File: src/rtl/instruction_loader.sv
// Instruction loader: accepts 32-bit words from a valid/ready source and
// writes them big-endian, one byte per cycle, into a byte-wide instruction
// store starting at a word-aligned base address.
module instruction_loader #(
    parameter int unsigned MEM_BYTES = 2500
) (
    input  logic        clk,
    input  logic        rst,
    input  logic        start,
    input  logic [31:0] base_addr,
    input  logic [15:0] word_count,
    input  logic [31:0] in_data,
    input  logic        in_valid,
    output logic        in_ready,
    output logic        mem_we,
    output logic [31:0] mem_addr,
    output logic [7:0]  mem_byte,
    output logic        busy,
    output logic        done,
    output logic        error,
    output logic [15:0] words_written
);

    localparam int unsigned AW = 32;
    localparam int unsigned CW = 16;
    localparam int unsigned DW = 32;
    localparam int unsigned BW = 8;
    localparam int unsigned IW = 2;

    // Last valid byte address, widened so the range check cannot wrap.
    localparam logic [AW:0] LAST_ADDR = (AW + 1)'(MEM_BYTES - 1);

    typedef enum logic [2:0] {
        IDLE,
        WAIT_WORD,
        WRITE,
        DONE,
        ERR
    } state_t;

    state_t          state, state_n;
    logic [AW-1:0]   cur_addr, cur_addr_n;
    logic [CW-1:0]   remaining, remaining_n;
    logic [IW-1:0]   byte_idx, byte_idx_n;
    logic [DW-1:0]   word, word_n;
    logic [CW-1:0]   words_written_n;
    logic            mem_we_n;
    logic [AW-1:0]   mem_addr_n;
    logic [BW-1:0]   mem_byte_n;
    logic            busy_n;
    logic            done_n;
    logic            error_n;
    logic            in_range;

    // Source may hand over a word only while waiting for one.
    assign in_ready = (state == WAIT_WORD);

    // Whole word (cur_addr..cur_addr+3) must fit inside the store.
    assign in_range = (({1'b0, cur_addr} + (AW + 1)'(3)) <= LAST_ADDR);

    // State and datapath registers; reset wins over everything, even mid-word.
    always_ff @(posedge clk) begin
        if (!rst) begin
            state         <= IDLE;
            cur_addr      <= '0;
            remaining     <= '0;
            byte_idx      <= '0;
            word          <= '0;
            words_written <= '0;
            mem_we        <= 1'b0;
            mem_addr      <= '0;
            mem_byte      <= '0;
            busy          <= 1'b0;
            done          <= 1'b0;
            error         <= 1'b0;
        end else begin
            state         <= state_n;
            cur_addr      <= cur_addr_n;
            remaining     <= remaining_n;
            byte_idx      <= byte_idx_n;
            word          <= word_n;
            words_written <= words_written_n;
            mem_we        <= mem_we_n;
            mem_addr      <= mem_addr_n;
            mem_byte      <= mem_byte_n;
            busy          <= busy_n;
            done          <= done_n;
            error         <= error_n;
        end
    end

    // Next-state logic; outputs are decoded from the next state so their
    // registered copies line up with the state they describe.
    always_comb begin
        state_n         = state;
        cur_addr_n      = cur_addr;
        remaining_n     = remaining;
        byte_idx_n      = byte_idx;
        word_n          = word;
        words_written_n = words_written;
        mem_we_n        = 1'b0;
        mem_addr_n      = '0;
        mem_byte_n      = '0;
        busy_n          = 1'b0;
        done_n          = 1'b0;
        error_n         = 1'b0;

        case (state)
            IDLE: begin
                if (start) begin
                    cur_addr_n      = base_addr;
                    remaining_n     = word_count;
                    words_written_n = '0;
                    if (base_addr[1:0] != 2'b00) begin
                        state_n = ERR;
                    end else if (word_count == '0) begin
                        state_n = DONE;
                    end else begin
                        state_n = WAIT_WORD;
                    end
                end
            end
            WAIT_WORD: begin
                if (in_valid) begin
                    if (in_range) begin
                        word_n     = in_data;
                        byte_idx_n = '0;
                        state_n    = WRITE;
                    end else begin
                        state_n = ERR;
                    end
                end
            end
            WRITE: begin
                byte_idx_n = byte_idx + IW'(1);
                if (byte_idx == IW'(3)) begin
                    cur_addr_n      = cur_addr + AW'(4);
                    remaining_n     = remaining - CW'(1);
                    words_written_n = words_written + CW'(1);
                    state_n         = (remaining == CW'(1)) ? DONE : WAIT_WORD;
                end
            end
            DONE: begin
                state_n = IDLE;
            end
            ERR: begin
                state_n = IDLE;
            end
            default: begin
                state_n = IDLE;
            end
        endcase

        busy_n  = (state_n != IDLE);
        done_n  = (state_n == DONE);
        error_n = (state_n == ERR);

        if (state_n == WRITE) begin
            mem_we_n   = 1'b1;
            mem_addr_n = cur_addr_n + AW'(byte_idx_n);
            case (byte_idx_n)
                2'd0:    mem_byte_n = word_n[31:24];
                2'd1:    mem_byte_n = word_n[23:16];
                2'd2:    mem_byte_n = word_n[15:8];
                default: mem_byte_n = word_n[7:0];
            endcase
        end
    end

endmodule

File: config.mk
export PLATFORM = sky130hd
export DESIGN_NAME = instruction_loader
export DESIGN_NICKNAME = d
export VERILOG_FILES = /design/src/rtl/instruction_loader.sv
export SDC_FILE = /design/constraint.sdc
export NUM_CORES = 1
export LEC_CHECK = 0
export CORE_MARGIN = 1
export CORE_UTILIZATION = 40
export DETAILED_ROUTE_END_ITERATION = 16
export SLEW_MARGIN = 20
export SYNTH_ARGS = -nofsm -noshare
export SYNTH_HDL_FRONTEND = slang
export SYNTH_SLANG_ARGS = --single-unit
File: constraint.sdc
create_clock -name clk -period 12.5 [get_ports clk]
set_input_delay 1.875 -clock clk [delete_from_list [all_inputs] [get_ports clk]]
set_output_delay 1.875 -clock clk [all_outputs]
set_load 0.005 [all_outputs]
After elaboration in Yosys (flattened, before gate mapping) --
Index checks and enable logic that the tools add are counted.
Word-level totals: memories kept 0, latch bits 0, output and inout port bits 61, bits in registers 145, bits in writable memories 0, ROM bits 0
Cells by class: reduce and logical (&&, ||, !) cells 8, divide/modulo/power cells 0, magnitude comparators 1, eq/ne operators 11, multiplexer cells 25, shift operators 0, multipliers 0, add/sub/neg operators 6, bitwise operators 0
Operators with widths (count):
- two-way mux 32 bit | 5
- two-way mux 16 bit | 4
- one-hot mux 16 bit (2 select lines) | 2
- one-hot mux 32 bit (2 select lines) | 1
- adder 32 x 2 -> 33 bit, second input constant | 1
- <= comparator 33 x 12 -> 1 bit, second input constant | 1
- adder 32 x 2 -> 32 bit | 1
- adder 32 x 3 -> 32 bit, second input constant | 1
- one-hot mux 8 bit (3 select lines) | 1
- adder 16 x 1 -> 16 bit, second input constant | 1
- equality test 16 x 1 -> 1 bit, second input constant | 1
- zero test 16 bit | 1
- subtractor 16 x 1 -> 16 bit, second input constant | 1
- two-way mux 3 bit | 5
- equality test 3 x 2 -> 1 bit, second input constant | 3
- one-hot mux 3 bit (3 select lines) | 1
- two-way mux 2 bit | 4
- equality test 2 bit, second input constant | 2
- != test 2 bit, second input constant | 2
- one-hot mux 2 bit (2 select lines) | 1
- nonzero test 2 bit | 2
- equality test 3 x 1 -> 1 bit, second input constant | 1
- equality test 3 bit, second input constant | 1
- zero test 3 bit | 1
- 7 further kinds | 7

Depth between registers and ports, before layout --
word-level depth 7, depth in mapped cells 18, gate-level depth less buffers 18

Worst setup path after synthesis --
OpenSTA, ideal clock, no wires.
kind register -> register, start point register cur_addr[0], end point register mem_addr[31], slack 7.398 ns, clock period less this slack 5.102 ns, required time 12.429 ns, stages on the path, launching flop included 19, arrival time 5.032 ns, cell sequence dfxtp_1 inv_1 ha_1 nand2b_1 or4_1 o31ai_1 nand4b_1 or4_1 nor4_4 o21ai_1 buf_2 ha_1 a21o_1 and4_1 nor4b_2 nand2_1 or3_1 or4_1 a21oi_1
On the way: elaborated cells on any way between the ends 15, those cells by class 3 x add/sub; 1 x order compare; 1 x eq/ne; 9 x mux; 1 x reduce/logical
RTL lines:
- from (decl) | line 42 | logic [AW-1:0] cur_addr, cur_addr_n;
- from (signal assigned) | line 78 | cur_addr <= cur_addr_n;
- adder 32 x 2 -> 33 bit | line 59 | assign in_range = (({1'b0, cur_addr} + (AW + 1)'(3)) <= LAST_ADDR);
- <= comparator 33 x 12 -> 1 bit | line 59
- two-way mux 2 bit | line 125 | if (in_range) begin
- two-way mux 2 bit | line 124 | if (in_valid) begin
- one-hot mux 2 bit (2 select lines) | line 108 | case (state)
- named net byte_idx_n[1] | line 44 | logic [IW-1:0] byte_idx, byte_idx_n;
- adder 32 x 2 -> 32 bit | line 160 | mem_addr_n = cur_addr_n + AW'(byte_idx_n);
- to (signal assigned) | line 84 | mem_addr <= mem_addr_n;
- to (decl) | line 16 | output logic [31:0] mem_addr,
The timed path passes the listed nets, and every way through them passes these cells. A chain may end at the register's enable or synchronous reset.

Worst setup path in the final report --
start point register cur_addr[2], end point register mem_addr[31]
On the way: cells in the longest elaborated chain, start to end 7, elaborated cells on any way between the ends 15, those cells by class 3 x add/sub; 1 x order compare; 1 x eq/ne; 9 x mux; 1 x reduce/logical
RTL lines:
- parallel branches: the longest is 7 deep, another holds adder 32 x 2 -> 33 bit
Several ways; the timed one is not identified.

==> summary.txt <==
Outcome
  – Outcome: finished clean

Critical path
  – Critical path class: reg2reg
  – Worst R2R Path Depth: 17
  – Worst Path Required: 12.86 ns
  – Data arrival time of the worst path: around 6.7 ns
  – Setup crit end kind: flip-flop
  – Worst reg2reg path startpoint: cur_addr[2]
  – R2r setup slk: between 6 and 7 ns
  – Critical-path maximum fanout: 49
  – Capturing point of the worst reg2reg path: mem_addr[31]
  – Startpoint types: flip-flop

Global route
  – Vias in the first global route: ~7,300
  – Grt ovf: 0
  – Initial antenna violation count: 0
  – Tot GR Track Use: approximately 23%
  – Largest net degree at the start of global routing: 62
  – First-pass GRT wire length: 39.1 mm

CTS
  – Clock Latency Late Sink: 0.44 ns
  – Clock-pin transition on the worst setup and hold timing paths: ~0.070 ns
  – Postcts setup bufs: 0
  – Post-CTS sizing: 0
  – Clock root buffer: clkbuf_16
  – Clk sinks: 145
  – TritonCTS clock tree: built
  – CTS Buffer Depth: 2
  – CTS H-tree depth: 4
  – TritonCTS Buffers: 17
  – Post-CTS Hold Buffers: 0

Power
  – Max VDD drop: ~90 uV
  – Pwr Density: 112 nW/um^2
  – Leakage: 3.59 nW
  – Design Power: ~1.2 mW

Min path
  – Hold_sp: word[11]
  – Worst hold path class: reg2reg
  – Hold endpoint: word[11]
  – Worst hold path cell count: 2

Final layout
  – # nets final: roughly 1,200
  – Diodes inserted: 0
  – Finished Core Util: 51.2%
  – Share of layout cells above drive strength 1: 5.98%
  – Fin cells: 1,423
  – Fill cell count: 1,936
  – Final instance area: 10,400 sq um
  – Area grow syn2layout: 25.5%

Synthesis
  – EDFF count, synth: 0
  – Cell area after synthesis: 8250 sq um
  – Most common flop cell mapped by yosys: dfxtp_1
  – Largest family of logic cells by synthesized area: simple AND/OR/NAND/NOR gates
  – Syn. warnings: 0
  – Mux share of post-synthesis cell area: 8.63%
  – Synthesized net count: 1,133
  – Complex-gate fraction of the synthesized area: 15.0%
  – Syn_area_per_cell: 7.94 sq um
  – Ys async rst share: 0%
  – Sequential area share after synthesis: 35.2%
  – Synth Register Bits: between 100 and 150
  – Mapped Cells: around 1,000
  – Synth Area in Simple Gates: 28.9%
  – Synth Area in Adders: 1.46%
  – Post-Synth XOR/XNOR Area: 5.84%
  – Yosys cell types: between 70 and 80

Timing
  – Tcrit/Tclk final: around half
  – Fin worst setup slack: just over 6 ns
  – Slew margin rel.: between 30 and 40%
  – Clock Skews: ~0.01 ns
  – Setup TNS: 0 ns
  – Worst-Margin Slew: 0.938 ns
  – RSZ-0062 raised after global routing: no
  – Final hold viol count: 0
  – Final Setup Violations: 0
  – Worst Hold Margin: 0.451 ns
  – Final Max Slew Viols: 0
  – Final min period: ~6.3 ns
  – Achievable frequency: 158 MHz

Detailed routing
  – ANT nets after route: 0
  – Routed Wire Length: 24.0 mm
  – Drt pass-1 iters: 7
  – DR WL/cell: 16.8 microns
  – Vias: 7,964
  – Residual DRC: 0
  – Starting DRT DRC Count: around 630
  – Via density per instance: 5.60

Placed design
  – Final HPWL DP: 16.4 mm
  – Routability Congestion: about 0.91
  – PortBufs: 144
  – Cell count after placement: 1,391
  – Dpl ws: 6.00 ns
  – Placed cell area: 9800 sq um

Job
  – Maxcap violations: 0

Floorplan
  – Die X: ~150 microns
  – Die height: 146 microns
  – Row Count: 52
  – Full die area: 21,200 sq um
  – I/O pins: 145
  – Initial core utilization: 40.8%
  – Core Box Area: 20,200 sq um
## critical path, stage by stage (launching register included)
cell	delay, ns
dfxtp_1	0.50
ha_1	0.34
nand2b_1	0.20
or4_1	0.60
o31ai_1	0.27
nand4b_1	0.11
or4_1	0.64
nor4_4	0.24
buf_4	0.51
o21ai_1	0.20
ha_1	0.31
a21o_1	0.14
and4_1	0.26
nor4b_2	0.49
nand2_1	0.39
or3_1	0.43
or4_1	0.48
a21oi_1	0.15
## layout make-up
cell class / instances / area (sq um) / share of cell area, %
Tap cell: 270 / 338 / 3.26
Multi-Input combinational cell: 798 / 4940 / 47.8
Inverter: 21 / 78.8 / 0.761
Clock buffer: 17 / 425 / 4.11
Clock inverter: 15 / 125 / 1.21
Timing Repair Buffer: 157 / 1540 / 14.9
Sequential cell: 145 / 2900 / 28.0
## power breakdown
part	leakage [nW]	internal, mW	switching [mW]
Clock	0.265	0.259	0.229
Combinational	2.14	0.0763	0.0910
Sequential	1.18	0.477	0.0289
Total	3.59	0.812	0.349
## per-layer routing
metal	track usage, %	share of wire [%]	vias to the layer above
met5	0	0	-
met4	7.79	1.8	0
met3	3.73	4.4	40
met2	38.0	48	226
met1	30.4	46	3769
li1	-	-	3929
## cells by family after synthesis
group                      Yosys count
buffers and inverters               97
and+or+nand+nor                    468
AOI/OAI and AO/OA                  195
muxes                               71
adders and majority gates            9
DFF                                145
xor gates and xnor gates            55
## sequential cells by signal (all words and copies together), names as in the netlist
| register | cells |
|---|---|
| state | 3 |
| byte_idx | 2 |
| word | 32 |
| mem_we | 1 |
| mem_addr | 32 |
| remaining | 16 |
| done | 1 |
| mem_byte | 8 |
| error | 1 |
| words_written | 16 |
| busy | 1 |
| cur_addr | 32 |
## synth_stat cells, types with 4 or more instances
library cell	count	area [sq um]
a31oi_1	13	81.3
or3_1	10	62.6
and2_1	21	131
nand4_1	24	150
ha_1	8	100
nor3_1	30	150
a21oi_1	68	340
and4_1	7	61.3
nand2b_1	5	31.3
dfxtp_1	145	2900
nor2_1	121	454
o21ai_0	23	115
nand2_1	138	518
buf_4	5	37.5
and3_1	12	75.1
xor2_1	30	263
a221oi_1	8	70.1
xnor2_1	25	219
mux2i_1	70	701
nand3_1	29	145
nor2b_1	4	25.0
buf_1	6	22.5
o22a_1	5	43.8
a211oi_1	8	60.1
nor4_1	24	150
or4_1	9	67.6
clkbuf_1	48	180
a21o_1	6	45.0
nand4b_1	4	35.0
buf_2	16	80.1
o22ai_1	16	100
o21ai_1	6	30.0
o31ai_1	12	90.1
inv_1	20	75.1
## how the worst max path moves through the flow
stage / start / end / slack, ns / cells past startpoint
floorplan: cur_addr[0] / mem_addr[31] / 7.40 / 18
global placement: in_valid / mem_addr[31] / 6.22 / 14
detailed placement: start / mem_addr[31] / 6.00 / 11
CTS: cur_addr[2] / mem_addr[31] / 6.17 / 17
global route: cur_addr[2] / mem_addr[31] / 5.67 / 17
finish: cur_addr[2] / mem_addr[31] / 6.16 / 17
## placed cells by master (no fill, tap or decap), types with 17 or more instances in the layout
cell type	instances
xor2_1	30
nor4_1	24
clkbuf_16	17
and2_1	21
nor3_1	30
dfxtp_1	145
inv_1	19
nand4_1	24
nor2_1	119
nand3_1	29
mux2i_1	70
clkdlybuf4s50_1	144
xnor2_1	25
nand2_1	138
a21oi_1	68
o21ai_0	23
(Power assumes the default switching activity.)
